File: config.mk
export PLATFORM = sky130hd
export DESIGN_NAME = ref_row_server
export DESIGN_NICKNAME = d
export VERILOG_FILES = /design/src/rtl/ref_row_server.sv
export SDC_FILE = /design/constraint.sdc
export NUM_CORES = 2
export LEC_CHECK = 0
export CORE_UTILIZATION = 43
export DETAILED_ROUTE_END_ITERATION = 16
export GPL_TIMING_DRIVEN = 0
export PLACE_DENSITY = 0.6
export REMOVE_ABC_BUFFERS = 1
export SYNTH_ARGS = -nofsm -noshare
export SYNTH_HDL_FRONTEND = slang
export SYNTH_SLANG_ARGS = --single-unit
File: constraint.sdc
create_clock -name clk -period 4.3 [get_ports clk]
set_clock_uncertainty 0.2 [all_clocks]
set_input_delay 1.29 -clock clk [delete_from_list [all_inputs] [get_ports clk]]
set_output_delay 1.29 -clock clk [all_outputs]
set_load 0.05 [all_outputs]
File: src/rtl/ref_row_server.sv
// Row store for the interpolator: loads one raster frame over valid/ready, then answers row requests.
// Latency: 1 cycle from req_valid to row_valid, no back-pressure; wr_ready drops while a frame is held.
module ref_row_server #(
  parameter int PIX_W    = 8,
  parameter int ROW_PIX  = 15,
  parameter int NUM_ROWS = 15,
  parameter int IDX_W    = 8
) (
  input  logic                     clk,
  input  logic                     rst,
  input  logic                     wr_valid,
  output logic                     wr_ready,
  input  logic [PIX_W-1:0]         wr_pixel,
  input  logic                     wr_last,
  output logic                     frame_loaded,
  output logic                     load_err,
  input  logic                     frame_release,
  input  logic                     req_valid,
  input  logic [IDX_W-1:0]         next_row,
  output logic [PIX_W*ROW_PIX-1:0] in_row,
  output logic                     row_valid,
  output logic                     row_err
);

  localparam int FRAME_PIX = NUM_ROWS * ROW_PIX;
  localparam int CNT_W     = $clog2(FRAME_PIX);
  localparam int ROW_W     = $clog2(NUM_ROWS);
  localparam int COL_W     = $clog2(ROW_PIX);
  localparam logic [CNT_W-1:0] LAST_PIX = CNT_W'(FRAME_PIX - 1);
  localparam logic [COL_W-1:0] LAST_COL = COL_W'(ROW_PIX - 1);

  typedef enum logic {LOAD, SERVE} state_t;

  state_t                   state;
  state_t                   state_nxt;
  logic [CNT_W-1:0]         pix_cnt;
  logic [ROW_W-1:0]         row_ptr;
  logic [COL_W-1:0]         col_ptr;
  logic [PIX_W-1:0]         store [NUM_ROWS][ROW_PIX];
  logic [PIX_W*ROW_PIX-1:0] row_dat;
  logic [ROW_W-1:0]         row_idx;
  logic                     accept;
  logic                     last_pix;
  logic                     row_hit;

  // A release in the same cycle as a beat discards that beat along with the partial frame.
  assign accept   = wr_valid && (state == LOAD) && !frame_release;
  assign last_pix = (pix_cnt == LAST_PIX);
  assign row_hit  = (next_row < IDX_W'(NUM_ROWS));
  assign row_idx  = next_row[ROW_W-1:0];

  always_comb begin
    state_nxt = state;
    case (state)
      LOAD: begin
        if (frame_release)
          state_nxt = LOAD;
        else if (accept && last_pix)
          state_nxt = SERVE;
      end
      SERVE: begin
        if (frame_release)
          state_nxt = LOAD;
      end
      default: state_nxt = LOAD;
    endcase
  end

  always_ff @(posedge clk) begin
    if (rst) begin
      state        <= LOAD;
      pix_cnt      <= '0;
      row_ptr      <= '0;
      col_ptr      <= '0;
      wr_ready     <= 1'b1;
      frame_loaded <= 1'b0;
      load_err     <= 1'b0;
    end else begin
      state        <= state_nxt;
      wr_ready     <= (state_nxt == LOAD);
      frame_loaded <= (state_nxt == SERVE);
      if (frame_release) begin
        pix_cnt  <= '0;
        row_ptr  <= '0;
        col_ptr  <= '0;
        load_err <= 1'b0;
      end else if (accept) begin
        pix_cnt <= pix_cnt + 1'b1;
        if (col_ptr == LAST_COL) begin
          col_ptr <= '0;
          row_ptr <= row_ptr + 1'b1;
        end else begin
          col_ptr <= col_ptr + 1'b1;
        end
        // Completion is by count; wr_last is only cross-checked against it.
        if (wr_last != last_pix)
          load_err <= 1'b1;
      end
    end
  end

  always_ff @(posedge clk) begin
    if (!rst && accept)
      store[row_ptr][col_ptr] <= wr_pixel;
  end

  always_comb begin
    row_dat = '0;
    for (int k = 0; k < ROW_PIX; k++)
      row_dat[k*PIX_W +: PIX_W] = store[row_idx][k];
  end

  always_ff @(posedge clk) begin
    if (rst) begin
      in_row    <= '0;
      row_valid <= 1'b0;
      row_err   <= 1'b0;
    end else if (req_valid) begin
      row_valid <= 1'b1;
      if ((state == SERVE) && row_hit) begin
        in_row  <= row_dat;
        row_err <= 1'b0;
      end else begin
        in_row  <= '0;
        row_err <= 1'b1;
      end
    end else begin
      row_valid <= 1'b0;
      row_err   <= 1'b0;
    end
  end

endmodule

==> results by group <==
Clock network
  – Cts bufs inserted: about 190
  – Clock root buffer: clkbuf_16
  – CTS clk-pin slew, worst paths: 60 ps
  – Buffer levels on the longest clock path: 3
  – TritonCTS clock tree: built
  – Post-CTS resize count: 0
  – Hold buffer count at cts: 0
  – Skew-Pair Late Insertion Delay: 810 ps
  – # Post-CTS Setup Buffers: 0
  – TritonCTS sink count: between 1.5k and 2k
  – H-tree depth: 4

Synthesis
  – Top cell type's share of synthesized area: 0.710
  – Synth unique cells: 48
  – Netlist Area Pre-Place: 76,100 µm²
  – Sequential fraction of the synthesis area: 0.747
  – Synthesized flop and latch total: 1,941
  – Most frequent cells after synthesis: edfxtp_1, mux2i_1, nand2_1, nor2_1
  – Synthesized area per cell: 17.1 µm²
  – Ranking of synthesized cells by area: edfxtp_1, mux2i_1, mux4_2, dfxtp_1, o22ai_1
  – Ys Warns: 0
  – Most common cell in the netlist: edfxtp_1
  – Post-Syn Instances: 4,451
  – Post-synth top area cell: edfxtp_1
  – FFs w/ async S/R, synth: 0
  – Main synth FF type: edfxtp_1
  – EDFF count, synth: 1,800

Global route
  – Largest net degree at the start of global routing: 150
  – First-pass GRT wire length: roughly 270 mm
  – Total grt overflow: 0
  – Initial antenna violation count: 1
  – Total GRT Usage: 0.204
  – Number of global-route vias before repair: between 30k and 40k

Worst setup path
  – Crit path cell chain: buf_4 -> buf_16 -> or4b_4 -> nor3_2 -> nand3_1 -> nor2_1
  – Startpoint Class: primary input
  – CP max-delay cell: nor2_1
  – Worst endpoint required time: between 4000 and 5000 ps
  – Max stage delay on crit path: 990 ps
  – Worst Setup SP: rst
  – R2R setup slack: 690 ps
  – Crit Path Class: in -> reg
  – Largest fanout on the critical path: 32
  – CP Data Arrival Time: 4410 ps
  – Setup crit end kind: flop
  – R2r startpoint: state

Route
  – WL/cell: between 20 and 30 µm
  – Drt pass-1 iters: 5
  – WL final: approximately 180 mm
  – Antenna Violating Nets Remaining: 0
  – Iteration-0 DRC Markers: roughly 3.6k
  – # DRC: 0
  – Avg Vias per Cell: 5.64
  – Total number of vias: approximately 40k

Cells and area
  – Fin nets: 4,565
  – Sequential cell area: around 57,000 µm²
  – Design Area, Final: 86,600 µm²
  – Area of the multi-input gates: 17,700 µm²
  – Inserted Diodes: 0
  – Final Core Density: 0.492
  – Layout area overhead: 13.7%
  – FILL cells: 14.4k
  – Layout cells sized above 1: 0.134

Floorplanning
  – Core area: 176,000 µm²
  – Die Wd: 423 µm
  – # IOs: between 100 and 150
  – Die Area: 179,000 µm²
  – Die Span Y: between 400 and 500 µm
  – Row cnt: 154
  – Initial core utilization: 0.433

Power
  – Tot Pwr: ~39 mW
  – Static Leakage: about 28 nW
  – PwrDens: 445 nW/µm²
  – VDD IR max: 456 µV

STA
  – Final Cycle Share: 0.975
  – Min cycle time layout: 4190 ps
  – Final Hold Fails: 0
  – Setup Viol. Count Final: 0
  – Achievable frequency: 0.238 GHz
  – Worst-margin pin slew: roughly 1500 ps
  – Slew headroom: -0.00693
  – RSZ-0062 raised after global routing: false
  – Final Slew Violations: 16
  – Final Worst Setup Slack: 106 ps

Hold path
  – Worst hold path class: reg -> reg
  – Min-delay src: load_err

Run status
  – Failing checks: capacitance limit, slew limit
  – Status: finished with violations

Placement
  – Area post-placement: 80,400 µm²
  – Gpl congestion: 0.737
  – Pre-CTS setup slack: -680 ps
  – IO Port Bufs: 146
  – HPWL Detailed: 104 mm

Run
  – Max Cap Violations: 1
## metrics by stage
stage	std cells	TNS, ps	hold slack, ps
after floorplan	4146	-461480	270
after global placement	6632	-	291
after detailed placement	6686	-724310	299
after CTS	7041	0	307
after global routing	7042	0	328
final	7042	0	298
## flip-flops by register name, indices dropped and copies added (netlist names)
register,cells
col_ptr,4
in_row,120
load_err,1
pix_cnt,8
row_err,1
row_ptr,4
row_valid,1
state,1
store,1800
wr_ready,1
## critical path, delay by kind of cell
family | cells | cell delay (ps)
buffers and inverters | 2 | 450
and+or+nand+nor | 4 | 2570
## routing by layer
metal  share of wire  global-route usage  routed length [µm]  up-vias
met5               0                   0                   0        -
met4           0.027              0.0631                5020        0
met3           0.055              0.0359               10200      243
met2            0.48               0.331               89200     1069
met1            0.44               0.280               80500    20600
li1                -                   -                   -    17800
## final timing paths
check	end	cells past startpoint
setup reg to reg	store[11][16]	4
hold reg to reg	load_err	2
setup / recovery	store[11][16]	6
hold / removal	load_err	2
## cell type report
cell class | count | share of cell area
Timing Repair Buffer | 201 | 0.0337
Clock buffer | 300 | 0.0652
Clock inverter | 55 | 0.00542
Multi-Input combinational cell | 2191 | 0.204
Sequential cell | 1941 | 0.657
Inverter | 14 | 0.000607
Tap cell | 2340 | 0.0338
## kinds of logic after synthesis
logic type,after synthesis,share of synthesized area
and+or+nand+nor,679,0.0405
buffers and inverters,319,0.0214
DFF,1941,0.747
xor gates and xnor gates,9,0.00104
muxes,721,0.122
adders and majority gates,6,0.000986
AOI/OAI and AO/OA,776,0.0667
## cells in the final DEF (no fill, tap or decap), types with 5 or more instances in the layout
cell type / n
nand3_1: 7
nor2b_1: 74
buf_12: 15
clkbuf_8: 35
a211oi_1: 67
mux2_2: 43
clkinv_1: 17
dfxtp_1: 141
a2111oi_0: 29
inv_6: 5
buf_16: 40
nand2_2: 8
bufinv_16: 7
buf_8: 12
nand2_1: 268
xor2_1: 7
clkinv_2: 21
edfxtp_1: 1800
nor2_1: 241
a21oi_1: 197
o22ai_1: 197
o21ai_0: 173
a311oi_1: 69
mux4_2: 163
clkbuf_1: 69
ha_1: 6
mux2i_1: 515
or3b_2: 19
clkdlybuf4s50_1: 132
a2111oi_2: 40
clkbuf_16: 196
or3b_1: 25
inv_1: 14
## report_power, final
part / internal (mW) / total [mW] / switching (mW)
clock: 9.39 / 16.2 / 6.84
combinational: 0.563 / 1.65 / 1.09
sequential: 20.6 / 20.6 / 0.00240
Power figures use the tool's default switching activity.
